## src/rtl/card_regfile_arbiter.sv

```systemverilog
// rtl/card_regfile_arbiter.sv - card register file write arbiter with one-entry pending slot and sweep read addressing
module card_regfile_arbiter #(
    parameter int NUM_CARDS = 12,
    parameter int ADDR_W    = 4,
    parameter int DATA_W    = 14,
    parameter int STATE_W   = 2
) (
    input  logic                clk,
    input  logic                rst,
    input  logic                full_valid,
    input  logic [ADDR_W-1:0]   full_addr,
    input  logic [DATA_W-1:0]   full_data,
    input  logic                st_valid,
    output logic                st_ready,
    input  logic [ADDR_W-1:0]   st_addr,
    input  logic [STATE_W-1:0]  st_data,
    input  logic                sweep_req,
    input  logic [ADDR_W-1:0]   single_addr,
    output logic [1:0]          rf_w_en,
    output logic [ADDR_W-1:0]   rf_w_addr,
    output logic [DATA_W-1:0]   rf_w_data,
    output logic [ADDR_W-1:0]   rf_r_addr,
    output logic                sweep_busy,
    output logic                sweep_done,
    output logic                wr_drop
);
    localparam logic [ADDR_W-1:0] FIRST = ADDR_W'(1);
    localparam logic [ADDR_W-1:0] LAST  = ADDR_W'(NUM_CARDS);

    function automatic logic in_range(input logic [ADDR_W-1:0] a);
        return (a != '0) && (a <= LAST);
    endfunction

    typedef enum logic {S_ONE, S_SWEEP} rd_state_t;

    logic [1:0]         w_en_q, w_en_d;
    logic [ADDR_W-1:0]  w_addr_q, w_addr_d;
    logic [DATA_W-1:0]  w_data_q, w_data_d;
    logic               drop_q, drop_d;
    logic               st_ready_q, st_ready_d;
    logic               pend_valid_q, pend_valid_d;
    logic [ADDR_W-1:0]  pend_addr_q, pend_addr_d;
    logic [STATE_W-1:0] pend_data_q, pend_data_d;
    logic               st_acc, full_ok, st_ok;

    rd_state_t          state_q;
    logic               again_q;
    logic [ADDR_W-1:0]  r_addr_q;
    logic               busy_q, done_q;

    always_comb begin
        st_acc       = st_valid && st_ready_q;
        full_ok      = full_valid && in_range(full_addr);
        st_ok        = st_acc && in_range(st_addr);
        pend_valid_d = pend_valid_q;
        pend_addr_d  = pend_addr_q;
        pend_data_d  = pend_data_q;
        w_en_d       = 2'b00;
        w_addr_d     = '0;
        w_data_d     = '0;
        // full_valid owns the port even when its own address is dropped
        if (full_valid) begin
            if (full_ok) begin
                w_en_d   = 2'b01;
                w_addr_d = full_addr;
                w_data_d = full_data;
            end
            if (st_ok) begin
                pend_valid_d = 1'b1;
                pend_addr_d  = st_addr;
                pend_data_d  = st_data;
            end
        end else if (pend_valid_q) begin
            w_en_d       = 2'b10;
            w_addr_d     = pend_addr_q;
            w_data_d     = {{(DATA_W-STATE_W){1'b0}}, pend_data_q};
            pend_valid_d = 1'b0;
        end else if (st_ok) begin
            w_en_d   = 2'b10;
            w_addr_d = st_addr;
            w_data_d = {{(DATA_W-STATE_W){1'b0}}, st_data};
        end
        drop_d     = (full_valid && !full_ok) || (st_acc && !st_ok);
        // ready stays low through the drain cycle and returns one cycle later
        st_ready_d = !(pend_valid_q || pend_valid_d);
    end

    always_ff @(posedge clk) begin
        if (rst) begin
            w_en_q       <= 2'b00;
            w_addr_q     <= '0;
            w_data_q     <= '0;
            drop_q       <= 1'b0;
            st_ready_q   <= 1'b1;
            pend_valid_q <= 1'b0;
            pend_addr_q  <= '0;
            pend_data_q  <= '0;
        end else begin
            w_en_q       <= w_en_d;
            w_addr_q     <= w_addr_d;
            w_data_q     <= w_data_d;
            drop_q       <= drop_d;
            st_ready_q   <= st_ready_d;
            pend_valid_q <= pend_valid_d;
            pend_addr_q  <= pend_addr_d;
            pend_data_q  <= pend_data_d;
        end
    end

    always_ff @(posedge clk) begin
        if (rst) begin
            state_q  <= S_ONE;
            again_q  <= 1'b0;
            r_addr_q <= '0;
            busy_q   <= 1'b0;
            done_q   <= 1'b0;
        end else begin
            done_q <= 1'b0;
            case (state_q)
                S_ONE: begin
                    if (sweep_req) begin
                        state_q  <= S_SWEEP;
                        r_addr_q <= FIRST;
                        busy_q   <= 1'b1;
                    end else begin
                        r_addr_q <= single_addr;
                        busy_q   <= 1'b0;
                    end
                end
                S_SWEEP: begin
                    if (r_addr_q == LAST) begin
                        done_q <= 1'b1;
                        // a request arriving on the final address merges into the restart
                        if (again_q || sweep_req) begin
                            r_addr_q <= FIRST;
                            again_q  <= 1'b0;
                            busy_q   <= 1'b1;
                        end else begin
                            state_q  <= S_ONE;
                            r_addr_q <= single_addr;
                            busy_q   <= 1'b0;
                        end
                    end else begin
                        r_addr_q <= r_addr_q + FIRST;
                        again_q  <= again_q | sweep_req;
                        busy_q   <= 1'b1;
                    end
                end
                default: state_q <= S_ONE;
            endcase
        end
    end

    assign rf_w_en    = w_en_q;
    assign rf_w_addr  = w_addr_q;
    assign rf_w_data  = w_data_q;
    assign wr_drop    = drop_q;
    assign st_ready   = st_ready_q;
    assign rf_r_addr  = r_addr_q;
    assign sweep_busy = busy_q;
    assign sweep_done = done_q;

endmodule

```

## config.mk

```make
export PLATFORM = sky130hd
export DESIGN_NAME = card_regfile_arbiter
export DESIGN_NICKNAME = d
export VERILOG_FILES = /design/src/rtl/card_regfile_arbiter.sv
export SDC_FILE = /design/constraint.sdc
export NUM_CORES = 1
export LEC_CHECK = 0
export BUFFER_PORTS_ARGS = -buffer_cell sky130_fd_sc_hd__buf_2
export CORE_MARGIN = 2
export CORE_UTILIZATION = 46
export CTS_BUF_LIST = sky130_fd_sc_hd__clkbuf_8 sky130_fd_sc_hd__clkbuf_16
export DETAILED_ROUTE_END_ITERATION = 6
export HOLD_SLACK_MARGIN = 0.03
export PLACE_DENSITY = 0.77
export REMOVE_ABC_BUFFERS = 1
export SETUP_SLACK_MARGIN = 0.05
export SKIP_LAST_GASP = 1
export SYNTH_ARGS = -nofsm -noshare
export SYNTH_HDL_FRONTEND = slang
export SYNTH_SLANG_ARGS = --single-unit
```

## constraint.sdc

```tcl
create_clock -name clk -period 2.1 [get_ports clk]
set_clock_uncertainty 0.2 [all_clocks]
set_input_delay 0.21 -clock clk [delete_from_list [all_inputs] [get_ports clk]]
set_output_delay 0.21 -clock clk [all_outputs]
set_load 0.01 [all_outputs]
```

[After elaboration in Yosys (flattened, before gate mapping)]
Cells that the tools add are included.
Storage, ports and cells
  flip-flop bits (word level): 36
  output and inout bits: 28
Cells by class
  magnitude comparators: 2
  $add $sub $neg: 1
  equality and inequality tests: 2
  muxes and demuxes: 25
  bitwise gates (word level): 2
  reductions and logical operators: 18
Operators with widths (count)
  2-to-1 mux 14 bit: 2
  2-to-1 mux 4 bit: 7
  2-to-1 mux 2 bit: 5
  2-to-1 mux 1 bit: 9
  less-or-equal comparator 4 bit (second input constant): 2
  one-hot mux 4 bit (2 select lines): 1
  nonzero test 4 bit: 2
  logical AND 1 bit: 7
  adder 4 x 1 -> 4 bit (second input constant): 1
  equality test 4 bit (second input constant): 1
  AND reduction 2 bit: 2
  logical NOT 1 bit: 3
  logical OR 1 bit: 3
  inequality test 2 x 1 -> 1 bit (second input constant): 1
  one-hot mux 1 bit (2 select lines): 1
  OR reduction 2 bit: 1
  NOT 1 bit: 1
  bitwise OR 1 bit: 1

[Depth between registers and ports, before layout]
  depth in word-level cells: 7
  mapped depth: 5
  gate-level depth less buffers: 5

[Worst setup path before layout]
No wires, ideal clock.
  path type: input to register
  start: input port st_addr[0]
  end: register pend_addr_q[0]
  data required time: 1.828 ns
  stages on the path: 4
  slack: 0.558 ns
  arrival: 1.270 ns
  path buffers: 1
  cells stage by stage: o211a_1 > buf_6 > nor4b_4 > mux2i_1
On the way
  word-level cells in the longest chain between the ends: 4
Ends and longest elaborated chain
  from (decl): RTL line 15  | input logic [ADDR_W-1:0] st_addr,
  less-or-equal comparator 4 bit or nonzero test 4 bit (tied branches): RTL line 31  | return (a != '0) && (a <= LAST);
  logical AND 1 bit: RTL line 31
  logical AND 1 bit: RTL line 54  | st_ok = st_acc && in_range(st_addr);
  AND reduction 2 bit (no line)
  to (signal assigned): RTL line 105  | pend_addr_q <= pend_addr_d;
  to (decl): RTL line 42  | logic [ADDR_W-1:0] pend_addr_q, pend_addr_d;
Several ways; a longest one is shown, not always the timed one.
A chain may end at the register's enable or synchronous reset.

[Worst setup path in the final report]
  start: input port st_addr[2]
  end: register pend_addr_q[2]
The elaborated chain is that of the path after synthesis.

==> results.sh <==
export IMPL_fmax_mhz=522
export IMPL_area_growth_pct=48.6
export IMPL_cpMaxStageDelayCell="nor4b_4"
export IMPL_cts_buffer_depth=2
export IMPL_crit_arrival_ns=1.94
export IMPL_synth_top_cell_by_area="dfxtp_1"
export IMPL_root_buffer="clkbuf_8"
export IMPL_ys_ff_latch=36
export IMPL_crit_fanout=8
export IMPL_crit_path_end_kind="register"
export IMPL_r2r_slack_ns=0.41
export IMPL_slew_headroom_pct=59.8
export IMPL_vias_per_cell=4.84
export IMPL_synthCells=144
export IMPL_wl_per_cell_um=12.6
export IMPL_timing_hold_ws_ns=0.0449
export IMPL_startpoint_type="input pin"
export IMPL_cts_clk_slew_worst_paths_ns=0.07
export IMPL_syn_area_mm2=0.00146
export IMPL_drv_slew=0
export IMPL_htreeDepth=2
export IMPL_row_count=20
export IMPL_die_w_um=60.2
export IMPL_gp_congestion=0.861
export IMPL_synth_edf_count=0
export IMPL_critPathBufInv=2
export IMPL_leakagePower_nw=1.03
export IMPL_vias=1351
export IMPL_wl_mm=3.51
export IMPL_cap_viol_max_count=0
export IMPL_antenna_found_initial=0
export IMPL_critical_path_class="input pin to register"
export IMPL_dpl_cell_area_mm2=0.00179
export IMPL_fill_cells=235
export IMPL_cp_num_cells=5
export IMPL_hold_viol=0
export IMPL_rsz0062_at_grt="false"
export IMPL_netlist_area_leader_share_pct=49.5
export IMPL_cts_sinks=36
export IMPL_synth_avg_cell_area_um2=10.1
export IMPL_dr_pass1_iters=4
export IMPL_die_y_um=60.2
export IMPL_slowest_delay_ns=0.56
export IMPL_die_area_mm2=0.00363
export IMPL_floorplan_initialDensity_pct=48.1
export IMPL_timing_critical_path_from="st_addr[2]"
export IMPL_ir_drop_uv=613
export IMPL_synth_area_leaders="dfxtp_1, nand2b_1, and2_1, mux2i_1, o41ai_1"
export IMPL_grt_pass1_wl_mm=5.45
export IMPL_ios=61
export IMPL_numPortBuffers=60
export IMPL_reg2reg_depth=3
export IMPL_cts_tree="done"
export IMPL_status="complete, no violations"
export IMPL_insertion_delay_ns=0.29
export IMPL_numCtsBuffers=5
export IMPL_ant_nets=0
export IMPL_timing_final_crit_share_pct=91.3
export IMPL_required_ns=2.12
export IMPL_layout_drive_gt1_share_pct=30.3
export IMPL_synth_warnings=0
export IMPL_worstMarginPinSlew_ns=0.600
export IMPL_coreArea_mm2=0.00303
export IMPL_async_reset_ff_share_pct=0
export IMPL_setup_viol=0
export IMPL_drt_initial_drc_count=54
export IMPL_layout_common_cells="buf_2, dfxtp_1, dlygate4sd3_1, nand2b_1, and2_1"
export IMPL_nets=268
export IMPL_hold_start="st_addr[1]"
export IMPL_grt_start_max_net_pins=29
export IMPL_fin_area_mm2=0.00216
export IMPL_setup_worst_path_end="pend_addr_q[2]$_SDFFE_PP0P_"
export IMPL_dpl_hpwl_mm=2.22
export IMPL_final_common_cell="buf_2"
export IMPL_fin_setup_tns_ns=0
export IMPL_timing_rr_start="st_ready$_SDFF_PP1_"
export IMPL_yosysSeqAreaShare_pct=49.5
export IMPL_critPathTopFamily="buffers and inverters"
export IMPL_p_per_area_mw_per_mm2=677
export IMPL_hold_path_class="input pin to register"
export IMPL_synth_main_ff_cell="dfxtp_1"
export IMPL_drc=0
export IMPL_grt_remaining_overflow=0
export IMPL_r2r_end="pend_addr_q[2]$_SDFFE_PP0P_"
export IMPL_period_needed_ns=1.92
export IMPL_grt_pass1_vias=1264
export IMPL_path_cells="dlygate4sd3_1 -> buf_2 -> o211a_1 -> nor4b_4 -> mux2i_1"
export IMPL_grt_util_all_layers_pct=21.1
export IMPL_synth_distinct_cells=37
[registers in the layout (all words and copies together), names as in the netlist, 2 cells and up]
name and cells:
rf_w_en 2, pend_data_q 2, pend_addr_q 4, rf_r_addr 4
rf_w_data 14, rf_w_addr 4
[per-stage QoR]
| stage | std cells | util (%) | total power, mW | setup slack (ns) |
|---|---|---|---|---|
| 2_1_floorplan | 138 | - | 0.847 | 0.546 |
| 3_3_place_gp | 243 | 59.0 | 0.929 | 0.333 |
| 3_5_place_dp | 243 | 59.0 | 0.936 | 0.247 |
| 4_1_cts | 278 | 71.0 | 1.47 | 0.108 |
| 5_1_grt | 278 | 71.3 | 1.53 | 0.0503 |
| 6_report | 279 | 71.4 | 1.46 | 0.183 |
[worst min path at each step]
stage / endpoint / slack (ns) / depth (start not counted)
detailed placement: rf_w_data[2]$_SDFF_PP0_ / 0.21 / 2
CTS: pend_addr_q[1]$_SDFFE_PP0P_ / 0.04 / 3
finish: pend_addr_q[1]$_SDFFE_PP0P_ / 0.04 / 3
global placement: rf_w_data[3]$_SDFF_PP0_ / 0.21 / 2
floorplan: wr_drop$_SDFF_PP0_ / 0.08 / 1
global route: pend_addr_q[1]$_SDFFE_PP0P_ / 0.08 / 3
[final cells by class]
type | instances | area [um2] | area share [%]
Clock buffer | 6 | 82.6 | 3.82
Inverter | 8 | 30.0 | 1.39
Tap cell | 44 | 55.1 | 2.55
Timing Repair Buffer | 88 | 578 | 26.7
Antenna cell | 1 | 2.50 | 0.116
Clock inverter | 2 | 11.3 | 0.521
Sequential cell | 36 | 721 | 33.3
Multi-Input combinational cell | 94 | 682 | 31.5
[repair_timing]
action	in CTS	in global routing
setup endpoints to repair	0	8
buffers inserted	0	0
hold endpoints to repair	27	0
resized for setup	0	1
hold buffers	27	0
[layer usage]
metal | vias up | GRT usage [%] | part of all wire [%] | wire length (um)
met5 | - | 0 | 0 | 0
met4 | 0 | 12.7 | 2.4 | 83
met3 | 8 | 7.36 | 6.9 | 241
met2 | 42 | 37.1 | 50 | 1750
met1 | 619 | 21.2 | 41 | 1430
li1 | 682 | - | - | -
[power breakdown]
| group | leakage [nW] | total, mW | switching (mW) | internal [mW] |
|---|---|---|---|---|
| combinational | 0.683 | 0.226 | 0.103 | 0.122 |
| clock | 0.0486 | 0.501 | 0.240 | 0.261 |
| sequential | 0.295 | 0.738 | 0.0202 | 0.718 |
| total | 1.03 | 1.46 | 0.363 | 1.10 |
[cells by family after synthesis]
kind of cell / count (synthesis) / share of synthesized area (%)
compound gates: 30 / 16.2
xor+xnor: 1 / 0.602
fa+ha+maj: 2 / 1.72
buf+inv: 14 / 4.21
flops: 36 / 49.5
mux: 6 / 4.13
simple gates: 55 / 23.6
[synth_stat cells (all sizes together), types with 3 or more instances]
library cell  instances
o21a                  4
inv                   8
dfxtp                36
a21oi                 3
and2                 12
nor3                  3
nor4                  3
o41ai                 4
o32ai                 3
nand2                 7
o21ai                 3
buf                   3
and3                  3
mux2i                 6
nand2b               17
nor2b                 3
clkbuf                3
[worst reg2reg max path: cells and delay by family, from the launching register on]
kind / cells / cell delay (ns)
flops: 1 / 0.33
mux: 1 / 0.25
simple gates: 2 / 0.85
No activity file was read; power rests on OpenSTA's default activity.
